### config.mk
export PLATFORM = sky130hd
export DESIGN_NAME = tx_ethernet
export DESIGN_NICKNAME = d
export VERILOG_FILES = /design/src/rtl/tx_ethernet.sv
export SDC_FILE = /design/constraint.sdc
export NUM_CORES = 1
export LEC_CHECK = 0
export BUFFER_PORTS_ARGS = -buffer_cell sky130_fd_sc_hd__buf_4
export CAP_MARGIN = 20
export CORE_ASPECT_RATIO = 0.5
export CORE_MARGIN = 2
export CORE_UTILIZATION = 30
export DETAILED_ROUTE_END_ITERATION = 6
export PLACE_DENSITY = 0.59
export RECOVER_POWER = 50
export SETUP_SLACK_MARGIN = 0.1
export SYNTH_ARGS = -nofsm -noshare
export SYNTH_HDL_FRONTEND = slang
export SYNTH_SLANG_ARGS = --single-unit
### constraint.sdc
create_clock -name TX_CLK -period 3 [get_ports TX_CLK]
set_clock_uncertainty 0.05 [all_clocks]
set_input_delay 0.45 -clock TX_CLK [delete_from_list [all_inputs] [get_ports TX_CLK]]
set_output_delay 0.45 -clock TX_CLK [all_outputs]
set_load 0.005 [all_outputs]
### src/rtl/tx_ethernet.sv
// GMII transmit framer: preamble, header, payload, pad, FCS, IFG.
`timescale 1ns/1ps
module tx_ethernet #(
  parameter int              OCT         = 8,
  parameter logic [OCT-1:0]  PRE         = 8'b10101010,
  parameter logic [OCT-1:0]  SFD         = 8'b10101011,
  parameter int              PRE_LEN     = 7,
  parameter int              MIN_PAYLOAD = 46,
  parameter int              IFG_LEN     = 12
) (
  input  logic             TX_CLK,
  input  logic             rst,
  input  logic [OCT*6-1:0] mac_addr,
  input  logic             tx_start,
  input  logic [OCT*6-1:0] tx_mac_dst,
  input  logic [OCT*2-1:0] tx_len_type,
  input  logic [OCT-1:0]   tx_payload,
  input  logic             tx_payload_valid,
  input  logic             tx_payload_last,
  output logic             tx_payload_ready,
  output logic             tx_busy,
  output logic             tx_done,
  output logic             TX_EN,
  output logic [OCT-1:0]   TXD,
  output logic             TX_ER
);

  localparam logic [31:0] POLY     = 32'hEDB88320;
  localparam logic [3:0]  PRE_LAST = 4'(PRE_LEN - 1);
  localparam logic [3:0]  IFG_LAST = 4'(IFG_LEN - 1);
  localparam logic [10:0] MIN_P    = 11'(MIN_PAYLOAD);

  typedef enum logic [3:0] {
    S_IDLE, S_PRE, S_SFD, S_DST, S_SRC,
    S_LT, S_DATA, S_PAD, S_FCS, S_IFG
  } state_t;

  state_t             state;
  logic [3:0]         cnt;
  logic [10:0]        pcnt;
  logic [10:0]        pcnt_inc;
  logic [OCT*6-1:0]   dst_q;
  logic [OCT*6-1:0]   src_q;
  logic [OCT*2-1:0]   lt_q;
  logic [31:0]        crc;

  function automatic logic [31:0] crc_next(
    input logic [31:0]  c,
    input logic [OCT-1:0] d
  );
    logic [31:0] r;
    r = c ^ {{(32-OCT){1'b0}}, d};
    for (int i = 0; i < OCT; i++)
      r = r[0] ? ((r >> 1) ^ POLY) : (r >> 1);
    return r;
  endfunction

  // payload+pad octet count saturates rather than wrapping
  always_comb begin
    pcnt_inc = pcnt;
    if (pcnt != 11'h7FF)
      pcnt_inc = pcnt + 11'd1;
  end

  assign tx_payload_ready = (state == S_DATA);

  always_ff @(posedge TX_CLK) begin
    if (rst) begin
      state   <= S_IDLE;
      cnt     <= '0;
      pcnt    <= '0;
      dst_q   <= '0;
      src_q   <= '0;
      lt_q    <= '0;
      crc     <= 32'hFFFFFFFF;
      tx_busy <= 1'b0;
      tx_done <= 1'b0;
      TX_EN   <= 1'b0;
      TX_ER   <= 1'b0;
      TXD     <= '0;
    end else begin
      tx_done <= 1'b0;
      TX_EN   <= 1'b0;
      TX_ER   <= 1'b0;
      TXD     <= '0;
      unique case (state)
        S_IDLE: begin
          crc  <= 32'hFFFFFFFF;
          cnt  <= '0;
          pcnt <= '0;
          if (tx_start) begin
            dst_q   <= tx_mac_dst;
            src_q   <= mac_addr;
            lt_q    <= tx_len_type;
            tx_busy <= 1'b1;
            state   <= S_PRE;
          end
        end
        S_PRE: begin
          TX_EN <= 1'b1;
          TXD   <= PRE;
          if (cnt == PRE_LAST) begin
            cnt   <= '0;
            state <= S_SFD;
          end else begin
            cnt <= cnt + 4'd1;
          end
        end
        S_SFD: begin
          TX_EN <= 1'b1;
          TXD   <= SFD;
          crc   <= 32'hFFFFFFFF;
          cnt   <= '0;
          state <= S_DST;
        end
        S_DST: begin
          TX_EN <= 1'b1;
          TXD   <= dst_q[OCT*6-1 -: OCT];
          crc   <= crc_next(crc, dst_q[OCT*6-1 -: OCT]);
          dst_q <= dst_q << OCT;
          if (cnt == 4'd5) begin
            cnt   <= '0;
            state <= S_SRC;
          end else begin
            cnt <= cnt + 4'd1;
          end
        end
        S_SRC: begin
          TX_EN <= 1'b1;
          TXD   <= src_q[OCT*6-1 -: OCT];
          crc   <= crc_next(crc, src_q[OCT*6-1 -: OCT]);
          src_q <= src_q << OCT;
          if (cnt == 4'd5) begin
            cnt   <= '0;
            state <= S_LT;
          end else begin
            cnt <= cnt + 4'd1;
          end
        end
        S_LT: begin
          TX_EN <= 1'b1;
          TXD   <= lt_q[OCT*2-1 -: OCT];
          crc   <= crc_next(crc, lt_q[OCT*2-1 -: OCT]);
          lt_q  <= lt_q << OCT;
          if (cnt == 4'd1) begin
            cnt   <= '0;
            state <= S_DATA;
          end else begin
            cnt <= cnt + 4'd1;
          end
        end
        S_DATA: begin
          TX_EN <= 1'b1;
          cnt   <= '0;
          if (tx_payload_valid) begin
            TXD  <= tx_payload;
            crc  <= crc_next(crc, tx_payload);
            pcnt <= pcnt_inc;
            if (tx_payload_last)
              state <= (pcnt_inc < MIN_P) ? S_PAD : S_FCS;
          end else begin
            // underrun: poison the frame and skip the FCS
            TX_ER <= 1'b1;
            state <= S_IFG;
          end
        end
        S_PAD: begin
          TX_EN <= 1'b1;
          crc   <= crc_next(crc, '0);
          pcnt  <= pcnt_inc;
          if (pcnt_inc >= MIN_P)
            state <= S_FCS;
        end
        S_FCS: begin
          TX_EN <= 1'b1;
          TXD   <= ~crc[OCT-1:0];
          crc   <= crc >> OCT;
          if (cnt == 4'd3) begin
            cnt   <= '0;
            state <= S_IFG;
          end else begin
            cnt <= cnt + 4'd1;
          end
        end
        S_IFG: begin
          if (cnt == IFG_LAST) begin
            cnt     <= '0;
            tx_done <= 1'b1;
            tx_busy <= 1'b0;
            state   <= S_IDLE;
          end else begin
            cnt <= cnt + 4'd1;
          end
        end
        default: state <= S_IDLE;
      endcase
    end
  end

endmodule

==> summary.txt <==
Outcome - finished, final reports clean
Vias in the first global route - 11477
Int Power - 7.39 mW
Clock share of power - 0.174
Synth top area share - 0.289
Worst R2R Path Depth - 8
Post-DP HPWL - 34400 um
Final ANT Viol Nets - 0
Sink Count - 175
Reg area - 0.00350 mm^2
Combinational share of power - 0.588
Yosys Warn Count - 0
Most frequent cell after synthesis - nand2_1
Arr. time, crit path - 3070 ps
TritonCTS clock tree - done
Highest Clock Rate - 354 MHz
Hold Path Sink - lt_q[4]
Top_reg_cell synth - dfxtp_1
Pin count of the biggest net entering global routing - 84
Setup CP Type - flop to flop
Initial Util - 0.308
ANT cells - 0
Die height - 146 um
Initial antenna violation count - 1
Die footprint - 0.0421 mm^2
Die W - 288 um
Slew Limit Fails - 0
#FFs+latches synth - 175
# port buffers - 137
Critical path data required time - 3250 ps
DRC violations left - 0
Final Hold Fails - 0
Grt ovf - 0
Num ports - 138
Total track usage - 0.220
Fill count - 4115
Share of cells above drive strength 1 - 0.191
Worst r2r src - state[2]
FF-to-FF setup slack - 180 ps
Mapped Area - 0.0121 mm^2
R2r endpoint - TXD[2]
Post-Route WL - 46900 um
Slew @ Worst Pin - 890 ps
Peak VDD IR - 458 uV
Synth top cells by count - 190 x nand2_1, 180 x xnor2_1, 175 x dfxtp_1, 162 x nor2_1, 104 x clkbuf_1
CTS buffer count - 17
Area taken by multi-input logic gates - 0.00811 mm^2
CP Launch Type - flop
Power Dens Cells - 901 mW/mm^2
Final Critical Period - 2820 ps
Async SR Flop Fraction - 0
Drt pass-1 iters - 5
Yosys top cell by area - dfxtp_1
Capturing element type of the critical path - flop
Final setup vio count - 0
Vias per cell - 5.53
Post-synthesis cell count - 1506
Critical-path maximum fanout - 24
Post-synth EDFFs - 0
Reg clk slew, reported paths - 80 ps
Total negative slack - 0 ps
Core area - 0.0393 mm^2
Gpl congestion - 0.996
Worst Hold Class - input port to flop
Initial drt markers - 1482
Hold path start - tx_len_type[4]
Pleak - 5.65 nW
Sequential power share - 0.238
Post-synthesis area per instance - 8.04 um^2
Sequential-to-total area share from yosys stat - 0.289
Htree depth - 4
Hold Path Stages - 3
# rows - 51
Psw - 5.99 mW
Wire per inst - 21.5 um
Relative slew slack - 0.405
Area Growth Syn to Fin - 22.7%
Final period util - 0.941
Root Buffer - clkbuf_16
Post-cts resize count - 2
Yosys cell types - 82
Bufs on Longest Clock Path - 2
Worst Setup SP - state[2]
Mapped Nets - 1635
Clk_lat worst skew - 460 ps
Post-CTS Setup Bufs - 0
Fin nets - 1768
RSZ-0062 raised after global routing - false
First-pass GRT wire length - 70900 um
Largest cells by area after synthesis - dfxtp_1 29%, xnor2_1 13%, xor2_1 6.6%
Post-Route Utilization - 0.378
Via count of the routed design - 12065
# hold bufs at CTS - 0
Max cap viols - 0
Switching Fraction - 0.448
[metal layers]
layer	GRT usage	routed length (um)	up-vias
li1	-	-	5632
met1	0.296	20400	5765
met2	0.345	21100	553
met3	0.0467	3780	115
met4	0.0801	1600	0
met5	0	0	-
[power by group through the flow]
stage	Combinational (mW)	Sequential, mW	Clock (mW)
final	7.87	3.18	2.33
after global routing	8.40	3.23	2.46
after CTS	7.75	3.18	2.37
after detailed placement	7.71	3.23	0
after floorplan	5.50	3.01	0
after global placement	7.74	3.22	0
[critical path, cell delays in order, from the launching register on]
cell and delay [ps]:
dfxtp_1 520, clkbuf_1 320, nor2b_1 220, nand2_1 80, buf_4 280, nor2_1 130
clkbuf_1 440, a21oi_1 140, a41oi_1 480
[metrics by stage]
step	instance area [um^2]	worst slack [ps]	hold slack [ps]	power, mW	cells
after detailed placement	14300	92.2	398	10.9	2150
final	14900	177	185	13.4	2182
after floorplan	12100	383	386	8.52	1506
after global routing	14900	80.0	175	14.1	2182
after CTS	14900	202	169	13.3	2182
after global placement	14300	188	394	11.0	2150
[cells in the final DEF, fill, tap and decap left out, types with 29 or more instances in the layout]
cell type and count:
buf_4 231, nand2_1 189, xnor2_1 181, dfxtp_1 175, nor2_1 162, a21oi_1 99, xor2_1 90, o21ai_0 45
a311oi_1 43, o221ai_1 37, a22oi_1 29
[cell families (layout without fill, tap and decap cells)]
group / after synthesis / count (layout) / share of synthesized area
compound gates: 405 / 405 / 0.237
mux: 11 / 11 / 0.0113
xor+xnor: 299 / 299 / 0.244
fa+ha+maj: 4 / 4 / 0.00413
simple gates: 462 / 462 / 0.165
buf+inv: 150 / 296 / 0.0488
flops: 175 / 175 / 0.289
[cell type report]
class                      instances  area share
multi-input combinational       1181       0.546
sequential                       175       0.236
timing repair buffer             252       0.130
tap                              530      0.0446
clock buffer                      17      0.0286
clock inverter                    15      0.0117
inverter                          12     0.00303
[state kept, by name, indices dropped and copies added (netlist names)]
name     count
src_q       48
tx_done      1
TX_ER        1
crc         32
dst_q       48
cnt          4
state        4
pcnt        11
lt_q        16
TXD          8
TX_EN        1
tx_busy      1
[how the worst max path moves through the flow]
stage               slack (ps)  depth (start not counted)               end
floorplan                  380                          9          state[3]
global placement           190                          8          state[3]
detailed placement          90                          8          state[3]
CTS                        200                          8          state[3]
global route                80                          6  tx_payload_ready
finish                     180                          8            TXD[2]
(Power assumes the default switching activity.)
